===== src/rtl/icon_pkg.sv =====
// Shared types and constants for the icon locator video monitor.
package icon_pkg;

  typedef enum logic [1:0] {
    WAIT_SOF,
    SCAN,
    DIVIDE,
    HOLD
  } loc_state_t;

  // Display-to-world scaling: X is a shift, Y needs a true divide by 6.
  localparam int ROW_SCALE = 6;
  localparam int COL_SHIFT = 3;

  localparam int H_ACTIVE_DEF = 1024;
  localparam int V_ACTIVE_DEF = 768;

  localparam int COORD_W = 12;
  localparam int COUNT_W = 11;
  localparam int LOC_W   = 8;

  localparam logic [COUNT_W-1:0] COUNT_MAX = '1;

  // Saturating increment for the opaque-pixel counter.
  function automatic logic [COUNT_W-1:0] sat_inc(input logic [COUNT_W-1:0] v);
    return (v == COUNT_MAX) ? v : v + COUNT_W'(1);
  endfunction

endpackage


===== src/rtl/icon_locator_div.sv =====
// Sequential divide by a constant using repeated subtraction, one step per
// cycle, with a saturating quotient. A dividend already below the divisor
// finishes in the start cycle, so an N-step divide reports done N cycles
// after start.
module seq_div_const #(
  parameter int DIVISOR    = 6,
  parameter int DIVIDEND_W = 12,
  parameter int QUOT_W     = 8
) (
  input  logic                  clk,
  input  logic                  reset,
  input  logic                  start,
  input  logic [DIVIDEND_W-1:0] dividend,
  output logic                  busy,
  output logic                  done,
  output logic [QUOT_W-1:0]     quotient
);

  localparam logic [DIVIDEND_W-1:0] DIV  = DIVIDEND_W'(DIVISOR);
  localparam logic [QUOT_W-1:0]     QMAX = '1;

  logic [DIVIDEND_W-1:0] rem_q, rem_d;
  logic [QUOT_W-1:0]     quot_q, quot_d;
  logic                  busy_q, busy_d;

  // Next remainder/quotient and the done strobe for the current cycle.
  always_comb begin
    rem_d    = rem_q;
    quot_d   = quot_q;
    busy_d   = busy_q;
    done     = 1'b0;
    quotient = quot_q;
    if (start) begin
      if (dividend < DIV) begin
        done     = 1'b1;
        quotient = '0;
        busy_d   = 1'b0;
      end else begin
        rem_d  = dividend - DIV;
        quot_d = QUOT_W'(1);
        busy_d = 1'b1;
      end
    end else if (busy_q) begin
      if (rem_q < DIV) begin
        done   = 1'b1;
        busy_d = 1'b0;
      end else begin
        rem_d  = rem_q - DIV;
        quot_d = (quot_q == QMAX) ? quot_q : quot_q + QUOT_W'(1);
      end
    end
  end

  // Divider state registers.
  always_ff @(posedge clk) begin
    if (reset) begin
      rem_q  <= '0;
      quot_q <= '0;
      busy_q <= 1'b0;
    end else begin
      rem_q  <= rem_d;
      quot_q <= quot_d;
      busy_q <= busy_d;
    end
  end

  assign busy = busy_q;

endmodule


===== src/rtl/icon_locator.sv =====
// Passive display-stream monitor: finds the bounding-box top-left of the
// opaque icon pixels in each frame and reports it in world coordinates.
//
//   state    | meaning
//   ---------+--------------------------------------------------------
//   WAIT_SOF | idle, waiting for pixel (0,0) of a new frame
//   SCAN     | accumulating first-hit row, min column and hit count
//   DIVIDE   | converting min_row to world Y (row / 6)
//   HOLD     | report valid, waiting for loc_ready
module icon_locator
  import icon_pkg::*;
#(
  parameter int H_ACTIVE = H_ACTIVE_DEF,
  parameter int V_ACTIVE = V_ACTIVE_DEF,
  parameter int PIPE_DLY = 1
) (
  input  logic               clk,
  input  logic               reset,
  input  logic [COORD_W-1:0] pix_row,
  input  logic [COORD_W-1:0] pix_col,
  input  logic               video_on,
  input  logic [1:0]         icon_in,
  output logic               loc_valid,
  input  logic               loc_ready,
  output logic [LOC_W-1:0]   loc_X,
  output logic [LOC_W-1:0]   loc_Y,
  output logic [COUNT_W-1:0] pix_count,
  output logic               no_icon
);

  logic [COORD_W-1:0] d_row, d_col;
  logic               d_von;

  generate
    if (PIPE_DLY == 0) begin : g_nodly
      assign d_row = pix_row;
      assign d_col = pix_col;
      assign d_von = video_on;
    end else begin : g_dly
      logic [COORD_W-1:0] row_q [PIPE_DLY];
      logic [COORD_W-1:0] col_q [PIPE_DLY];
      logic               von_q [PIPE_DLY];

      // Align coordinates with the icon ROM read latency.
      always_ff @(posedge clk) begin
        if (reset) begin
          for (int i = 0; i < PIPE_DLY; i++) begin
            row_q[i] <= '0;
            col_q[i] <= '0;
            von_q[i] <= 1'b0;
          end
        end else begin
          row_q[0] <= pix_row;
          col_q[0] <= pix_col;
          von_q[0] <= video_on;
          for (int i = 1; i < PIPE_DLY; i++) begin
            row_q[i] <= row_q[i-1];
            col_q[i] <= col_q[i-1];
            von_q[i] <= von_q[i-1];
          end
        end
      end

      assign d_row = row_q[PIPE_DLY-1];
      assign d_col = col_q[PIPE_DLY-1];
      assign d_von = von_q[PIPE_DLY-1];
    end
  endgenerate

  loc_state_t state_q;

  logic               loc_valid_q, no_icon_q;
  logic [LOC_W-1:0]   loc_x_q, loc_y_q;
  logic [COUNT_W-1:0] pix_count_q;

  logic [COORD_W-1:0] min_row_q, min_row_d;
  logic [COORD_W-1:0] min_col_q, min_col_d;
  logic               any_hit_q, any_hit_d;
  logic [COUNT_W-1:0] hit_cnt_q, hit_cnt_d;

  logic sof, eof, hit, fresh, scanning;

  assign sof = d_von && (d_row == '0) && (d_col == '0);
  assign eof = d_von && (d_row == COORD_W'(V_ACTIVE - 1)) && (d_col == COORD_W'(H_ACTIVE - 1));
  assign hit = d_von && (icon_in != 2'b00);

  // The start-of-frame pixel is itself scanned, against freshly cleared
  // accumulators rather than last frame's leftovers.
  assign fresh    = (state_q == WAIT_SOF) && sof;
  assign scanning = fresh || (state_q == SCAN);

  // Accumulator update for the pixel currently presented.
  always_comb begin
    min_row_d = fresh ? '0     : min_row_q;
    min_col_d = fresh ? '1     : min_col_q;
    any_hit_d = fresh ? 1'b0   : any_hit_q;
    hit_cnt_d = fresh ? '0     : hit_cnt_q;
    if (hit) begin
      if (!any_hit_d) begin
        min_row_d = d_row;
      end
      if (d_col < min_col_d) begin
        min_col_d = d_col;
      end
      any_hit_d = 1'b1;
      hit_cnt_d = sat_inc(hit_cnt_d);
    end
  end

  logic             div_start, div_busy, div_done;
  logic [LOC_W-1:0] div_quot;

  assign div_start = scanning && eof && any_hit_d;

  seq_div_const #(
    .DIVISOR    (ROW_SCALE),
    .DIVIDEND_W (COORD_W),
    .QUOT_W     (LOC_W)
  ) u_div (
    .clk      (clk),
    .reset    (reset),
    .start    (div_start),
    .dividend (min_row_d),
    .busy     (div_busy),
    .done     (div_done),
    .quotient (div_quot)
  );

  // Frame sequencing, accumulators and registered report outputs.
  always_ff @(posedge clk) begin
    if (reset) begin
      state_q     <= WAIT_SOF;
      loc_valid_q <= 1'b0;
      loc_x_q     <= '0;
      loc_y_q     <= '0;
      pix_count_q <= '0;
      no_icon_q   <= 1'b0;
      min_row_q   <= '0;
      min_col_q   <= '1;
      any_hit_q   <= 1'b0;
      hit_cnt_q   <= '0;
    end else begin
      case (state_q)
        WAIT_SOF, SCAN: begin
          if (scanning) begin
            min_row_q <= min_row_d;
            min_col_q <= min_col_d;
            any_hit_q <= any_hit_d;
            hit_cnt_q <= hit_cnt_d;
            if (eof) begin
              if (!any_hit_d) begin
                state_q     <= HOLD;
                loc_valid_q <= 1'b1;
                no_icon_q   <= 1'b1;
                loc_x_q     <= '0;
                loc_y_q     <= '0;
                pix_count_q <= '0;
              end else if (div_done) begin
                // First hit in rows 0..5: quotient is ready without stepping.
                state_q     <= HOLD;
                loc_valid_q <= 1'b1;
                no_icon_q   <= 1'b0;
                loc_x_q     <= LOC_W'(min_col_d >> COL_SHIFT);
                loc_y_q     <= div_quot;
                pix_count_q <= hit_cnt_d;
              end else begin
                state_q <= DIVIDE;
              end
            end else begin
              state_q <= SCAN;
            end
          end
        end
        DIVIDE: begin
          if (div_done) begin
            state_q     <= HOLD;
            loc_valid_q <= 1'b1;
            no_icon_q   <= 1'b0;
            loc_x_q     <= LOC_W'(min_col_q >> COL_SHIFT);
            loc_y_q     <= div_quot;
            pix_count_q <= hit_cnt_q;
          end else if (!div_busy) begin
            // Divider lost its job; abandon this frame rather than hang.
            state_q <= WAIT_SOF;
          end
        end
        HOLD: begin
          if (loc_ready) begin
            state_q     <= WAIT_SOF;
            loc_valid_q <= 1'b0;
          end
        end
        default: state_q <= WAIT_SOF;
      endcase
    end
  end

  assign loc_valid = loc_valid_q;
  assign loc_X     = loc_x_q;
  assign loc_Y     = loc_y_q;
  assign pix_count = pix_count_q;
  assign no_icon   = no_icon_q;

endmodule


===== config.mk =====
export PLATFORM = sky130hd
export DESIGN_NAME = icon_locator
export DESIGN_NICKNAME = d
export VERILOG_FILES = /design/src/rtl/icon_pkg.sv /design/src/rtl/icon_locator_div.sv /design/src/rtl/icon_locator.sv
export SDC_FILE = /design/constraint.sdc
export NUM_CORES = 1
export LEC_CHECK = 0
export ABC_AREA = 0
export CORE_AREA = 8 8 108 110
export DETAILED_ROUTE_END_ITERATION = 10
export DIE_AREA = 0 0 116 118
export PLACE_DENSITY_LB_ADDON = 0.3
export SYNTH_ARGS = -nofsm -noshare
export SYNTH_HDL_FRONTEND = slang
export SYNTH_SLANG_ARGS = --single-unit

===== constraint.sdc =====
create_clock -name clk -period 5.21 [get_ports clk]
set_input_delay 0.7815 -clock clk [delete_from_list [all_inputs] [get_ports clk]]
set_output_delay 0.7815 -clock clk [all_outputs]
set_load 0.01 [all_outputs]

Yosys cells after proc, flatten, opt, wreduce, memory -nomap -nowiden
Memories as Yosys holds them, arrays and structs flattened.
Index checks and enable logic that the tools add are counted.
{"block": "totals", "reg_bits": 88, "mem_bits_rw": 25, "in_bits": 30, "output_inout_bits": 29, "word_cells": 140, "mem_count": 3}
{"memory": "g_dly.col_q", "depth": 1, "width": 12, "read_ports": 1, "rd_clocked_by_memory_dff": 0, "write_ports": 1, "line": "icon_locator.sv:41", "rtl": "logic [COORD_W-1:0] col_q [PIPE_DLY];"}
{"memory": "g_dly.row_q", "depth": 1, "width": 12, "read_ports": 1, "rd_clocked_by_memory_dff": 0, "write_ports": 1, "line": "icon_locator.sv:40", "rtl": "logic [COORD_W-1:0] row_q [PIPE_DLY];"}
{"memory": "g_dly.von_q", "depth": 1, "width": 1, "read_ports": 1, "rd_clocked_by_memory_dff": 0, "write_ports": 1, "line": "icon_locator.sv:42", "rtl": "logic von_q [PIPE_DLY];"}
{"block": "classes", "n_addsub": 4, "n_lt_le_gt_ge": 3, "eq_ne": 16, "n_mux": 75, "n_reduce_logical": 26}
{"operator": "$mux 12", "n": 12}
{"operator": "$mux 8", "n": 16}
{"operator": "$mux 11", "n": 8}
{"operator": "$pmux 8 s2", "n": 2}
{"operator": "$mux 1", "n": 28}
{"operator": "$eq 12x10->1 const B", "n": 2}
{"operator": "$logic_not 12->1", "n": 2}
{"operator": "$lt 12x3->1 const B", "n": 2}
{"operator": "$reduce_or 12->1", "n": 2}
{"operator": "$sub 12x3->12 const B", "n": 2}
{"operator": "$pmux 11 s2", "n": 1}
{"operator": "$ne 2x2->1 const B", "n": 7}
{"operator": "$lt 12x12->1", "n": 1}
{"operator": "$reduce_and 3->1", "n": 4}
{"operator": "$add 11x1->11 const B", "n": 1}
{"operator": "$eq 11x11->1 const B", "n": 1}
{"operator": "$mux 2", "n": 5}
{"operator": "$add 8x1->8 const B", "n": 1}
{"operator": "$eq 8x8->1 const B", "n": 1}
{"operator": "$logic_and 1x1->1", "n": 8}
{"operator": "$ne 3x3->1 const B", "n": 2}
{"operator": "$pmux 2 s3", "n": 1}
{"operator": "$reduce_bool 2->1", "n": 3}
{"operator": "$reduce_and 5->1", "n": 1}
{"operator": "10 further kinds", "n": 11}

Logic depth before layout (Yosys ltp)
An unclocked memory read counts as a cell.
{"block": "logic_depth", "ltp_word": 16, "ltp_mapped": 17}

Modules after synthesis
Synthesis repeated with hierarchy kept, for this count alone.
{"block": "hier_totals", "cells_unflattened": 683, "area_unflattened_um2": 5713.0}
{"mod": "icon_locator", "instances": 1, "cells_per_inst": 503, "area_per_inst_um2": 4265.3, "seq_area_each_um2": 1841.8}
{"mod": "seq_div_const", "instances": 1, "cells_per_inst": 180, "area_per_inst_um2": 1447.6, "seq_area_each_um2": 400.4}

Worst setup path after synthesis
No wires, ideal clock.
{"block": "synth_path", "path_kind": "reg-to-reg", "from": "mem g_dly.row_q[0][7]", "to": "reg loc_x_q[7] (netlist: loc_X[7])", "setup_time_ps": 132, "arrival_ps": 3518, "t_required_ps": 5078, "slack_ps": 1560, "path_stages_with_launch": 17, "n_path_buf": 3, "period_less_slack_ps": 3650, "path_cell_list": "dfxtp_1 -> nor4_2 -> nand4_1 -> nor2_1 -> clkbuf_1 -> buf_1 -> nor2_1 -> ha_1 -> nand4_1 -> nor3_1 -> nand2_1 -> a41oi_1 -> o21ai_0 -> and2_1 -> buf_1 -> o2111ai_1 -> a21oi_1"}
{"block": "synth_via", "elab_chain_cells": 14, "elab_cells_between_ends": 33, "cone_classes": "order compare (2); eq/ne (5); mux (15); reduce/logical (10); memory (1)"}
{"element": "start, declared", "line": "icon_locator.sv:40"}
{"element": "$mem_v2 1x12 (*)"}
{"element": "$logic_not 12->1", "line": "icon_locator.sv:83", "rtl": "assign sof = d_von && (d_row == '0) && (d_col == '0);"}
{"element": "$logic_and 1x1->1 (2 in a row)", "line": "icon_locator.sv:83"}
{"element": "$logic_and 1x1->1", "line": "icon_locator.sv:89", "rtl": "assign fresh = (state_q == WAIT_SOF) && sof;"}
{"element": "$mux 12", "line": "icon_locator.sv:95", "rtl": "min_col_d = fresh ? '1 : min_col_q;"}
{"element": "$lt 12x12->1", "line": "icon_locator.sv:102", "rtl": "if (d_col < min_col_d) begin"}
{"element": "$mux 12", "line": "icon_locator.sv:102"}
{"element": "$mux 12", "line": "icon_locator.sv:98", "rtl": "if (hit) begin"}
{"element": "$mux 8", "line": "icon_locator.sv:158", "rtl": "end else if (div_done) begin"}
{"element": "$mux 8", "line": "icon_locator.sv:151", "rtl": "if (!any_hit_d) begin"}
{"element": "$mux 8", "line": "icon_locator.sv:150", "rtl": "if (eof) begin"}
{"element": "$mux 8", "line": "icon_locator.sv:145", "rtl": "if (scanning) begin"}
{"element": "$pmux 8 s2", "line": "icon_locator.sv:143", "rtl": "case (state_q)"}
{"element": "end signal, assigned", "line": "icon_locator.sv:163", "rtl": "loc_x_q <= LOC_W'(min_col_d >> COL_SHIFT);"}
{"element": "end signal, assigned", "line": "icon_locator.sv:179", "rtl": "loc_x_q <= LOC_W'(min_col_q >> COL_SHIFT);"}
{"element": "end, declared", "line": "icon_locator.sv:73", "rtl": "logic [LOC_W-1:0] loc_x_q, loc_y_q;"}
Mark *: on every way between the ends. The rest lies on a longest branch, timed or not. The select of a mux whose other input is x is not followed.
A chain may end at the register's enable or synchronous reset.

Worst setup path after layout
{"block": "layout_path", "from": "reg state_q[1]", "to": "reg loc_x_q[7] (netlist: loc_X[7])"}
{"block": "layout_via", "elab_chain_cells": 11, "elab_cells_between_ends": 31, "cone_classes": "order compare (2); eq/ne (6); mux (15); reduce/logical (8)"}
{"element": "start, declared", "line": "icon_locator.sv:70", "rtl": "loc_state_t state_q;"}
{"element": "start signal, assigned", "line": "icon_locator.sv:132", "rtl": "state_q <= WAIT_SOF;"}
{"element": "start signal, assigned", "line": "icon_locator.sv:152", "rtl": "state_q <= HOLD;"}
{"element": "start signal, assigned", "line": "icon_locator.sv:160", "rtl": "state_q <= HOLD;"}
{"element": "$logic_not 2->1", "line": "icon_locator.sv:89, icon_locator.sv:143"}
{"element": "$logic_and 1x1->1", "line": "icon_locator.sv:89"}
{"element": "$mux 12", "line": "icon_locator.sv:95"}
{"element": "$lt 12x12->1", "line": "icon_locator.sv:102"}
{"element": "$mux 12", "line": "icon_locator.sv:102"}
{"element": "$mux 12", "line": "icon_locator.sv:98"}
{"element": "$mux 8", "line": "icon_locator.sv:158"}
{"element": "$mux 8", "line": "icon_locator.sv:151"}
{"element": "$mux 8", "line": "icon_locator.sv:150"}
{"element": "$mux 8", "line": "icon_locator.sv:145"}
{"element": "$pmux 8 s2", "line": "icon_locator.sv:143"}
Parallel ways exist; a longest one is shown, timed or not. The select of a mux whose other input is x is not followed.

==> results.toml <==
[yosys]
synth_nets = 709
synth_ff_type = "dfxtp_1"
syn_inst = 664
ys_seq_area_share_pct = 39.96
syn_avg_cell_area_um2 = 8.376
yosysTopAreaCell = "dfxtp_1"
synth_mux_area_share_pct = 0
synth_top_area_share_pct = 39.96
synth-seq-cells = 111
async_flop_share_pct = 0
synth_top_family_by_area = "compound AO/OA/AOI/OAI gates"
synth_compound_area_share_pct = 25.53
synth_common_cells = "dfxtp_1, nor2_1, a21oi_1"
yosys_warnings = 0
synth_xor_xnor_area_share_pct = 2.677
syn-cell-area_um2 = 5562
synth_edf_count = 0
synth_most_common_cell = "dfxtp_1"
synth-adder-area-share_pct = 3.375
yosys-top-cells-area = "dfxtp_1, nor2b_1, nor2_1, a21oi_1, o21ai_0"
synth_cell_types = 67
synth-simple-area-share_pct = 25.02

[drt]
vias = 5251
postRouteAntennaNets = 0
drt_wl_total_um = 13920
drc = 0
first_iter_violations = 380
viasPerCell = 6.244
detail_route.wl_per_cell_um = 16.55
drt_first_pass_iters = 5

[global_routing]
grt_pass1_vias = 4844
grt_use_total_pct = 20.29
grt_max_degree = 58
grt_pass1_wl_um = 23010
overflow = 0
antenna_found_initial = 0

[clocking]
postCtsSetupRepairBufs = 0
clock_sinks = 111
clk_path_buf_depth = 2
ctsHoldBuffers = 0
htreeDepth = 3
ctsResizeCount = 0
cts_root_buf = "clkbuf_8"
cts_tree = "yes"
clkLatencyLatePin_ns = 0.38
path_clk_slew_ns = 0.10
cts_made_buffers = 9

[final_layout]
num-fill-cells = 881
finalNetCount = 745
area_growth_pct = 14.85
drive_gt1_share_pct = 5.816
n_antenna_cell = 0

[place]
port_buffers = 58
dp_hpwl_um = 10080
gp_congestion = 0.9115

[timing]
finalMaxSlewViolations = 0
worstMarginPinSlew_ns = 1.105
rsz0062_at_grt = "no"
fin_crit_ns = 3.919
skew_ns = 0.009885
maxSlewHeadroom_pct = 26.30
setup_viol = 0
finalSetupTns_ns = 0
fmaxAchievable_mhz = 255.2
period_share_pct = 75.22
hold_viol_final = 0

[floorplan]
num_io_pins = 59
core-area_um2 = 10000
die_w_um = 116
fp.dieH_um = 118
dieArea_um2 = 13690
floorplan.initialDensity_pct = 55.62
row_count = 37

[status]
outcome = "finished clean"

[pwr]
leakagePower_nw = 2.185
power_density_nw_per_um2 = 227.9
vdd_drop_max_uv = 169.4
total_power_mw = 1.456

[setup_path]
required_ns = 5.44
cp-end-kind = "register"
crit_type = "register to register"
crit_path_max_fanout = 20
setup.worst_path.start_class = "register"
worstPathArrival_ns = 4.15

[hold_path]
hp-class = "register to register"

[flow_run]
drv_cap = 0
path summary, 6_finish.rpt:
kind | from | endpoint | slack [ns] | cells past startpoint
max reg2reg | state_q[1]$_SDFFE_PP0P_ | loc_X[7]$_SDFFE_PP0P_ | 1.29 | 14
max | state_q[1]$_SDFFE_PP0P_ | loc_X[7]$_SDFFE_PP0P_ | 1.29 | 14
min | min_row_q[2]$_SDFFE_PP0P_ | min_row_q[2]$_SDFFE_PP0P_ | 0.48 | 2
min reg2reg | min_row_q[2]$_SDFFE_PP0P_ | min_row_q[2]$_SDFFE_PP0P_ | 0.48 | 2
per-stage QoR:
step	hold WS (ns)	cell area [um2]	worst slack, ns	instances	util (%)
detailed placement	0.4585	6206	1.224	825	62.06
CTS	0.4732	6387	1.356	841	63.88
global placement	0.4420	6206	1.274	825	62.06
finish	0.4753	6387	1.291	841	63.88
global route	0.4976	6387	0.9790	841	63.88
floorplan	0.4313	5562	1.560	664	-
layer usage:
layer	share of wire, %	track usage (%)
met1	45	25.10
met2	47	33.15
met5	0	0
met3	6.1	3.540
met4	2.2	9.489
where the power goes:
group	internal (mW)	total, mW	switching, mW
clock network	0.189	0.486	0.297
logic	0.0445	0.0976	0.0531
registers	0.858	0.872	0.0138
area by class of cell:
class	instances	area [um2]	share of cell area (%)
Timing Repair Buffer	67	643.1	10.07
Clock buffer	10	137.6	2.155
Clock inverter	6	43.79	0.6856
Inverter	6	22.52	0.3526
Multi-Input combinational cell	505	3148	49.28
Sequential cell	111	2222	34.79
Tap cell	136	170.2	2.664
logic make-up after synthesis:
family	count (synthesis)
and+or+nand+nor	265
AOI/OAI and AO/OA	208
DFF	111
buffers and inverters	48
xor gates and xnor gates	17
adders and majority gates	15
registers in the layout (all words and copies together) (netlist names):
register and flops:
u_div.quot_q 8, loc_valid 1, loc_X 8, no_icon 1, min_row_q 11, min_col_q 12, pix_count 11, state_q 2
loc_Y 8, g_dly.col_q 12, g_dly.row_q 12, any_hit_q 1, u_div.rem_q 11, g_dly.von_q 1, u_div.busy 1, hit_cnt_q 11
critical path, cell delays in order, from the launching register on:
cell and delay [ns]:
dfxtp_1 0.42, nor4_1 0.41, nand4_1 0.26, nor2_1 0.42, buf_4 0.34, nor2_1 0.09
ha_1 0.31, nand4_1 0.11, nor3_1 0.29, nand2_1 0.08, a41oi_1 0.35, o21ai_0 0.15
and2_1 0.26, o2111ai_1 0.21, a21oi_1 0.09
cells in the final DEF, fill, tap and decap left out, drive strengths merged, types with 4 or more instances in the layout:
cell type      Yosys  layout
o22ai             14      14
clkinv             0       4
xnor2              8       8
dfxtp            111     111
o21ai             44      44
a22o               9       9
clkdlybuf4s50      0      57
nand4             16      16
a211oi            15      15
and4               4       4
a311oi            12      12
a22oi             11      11
nor3              23      23
a21oi             50      50
nand3             17      17
a31oi              4       4
nand2             35      35
ha                15      15
inv                6       7
a32o               5       5
nand2b            20      20
and3               7       7
o32ai              4       4
nor2              68      68
buf                9      10
nor2b             42      42
o211ai             4       4
clkbuf            33      10
nor4              10      10
and2               5       5
xor2               9       9
or3                6       6
o31ai             11      11
Note: power is estimated with default switching activity, not from simulation.
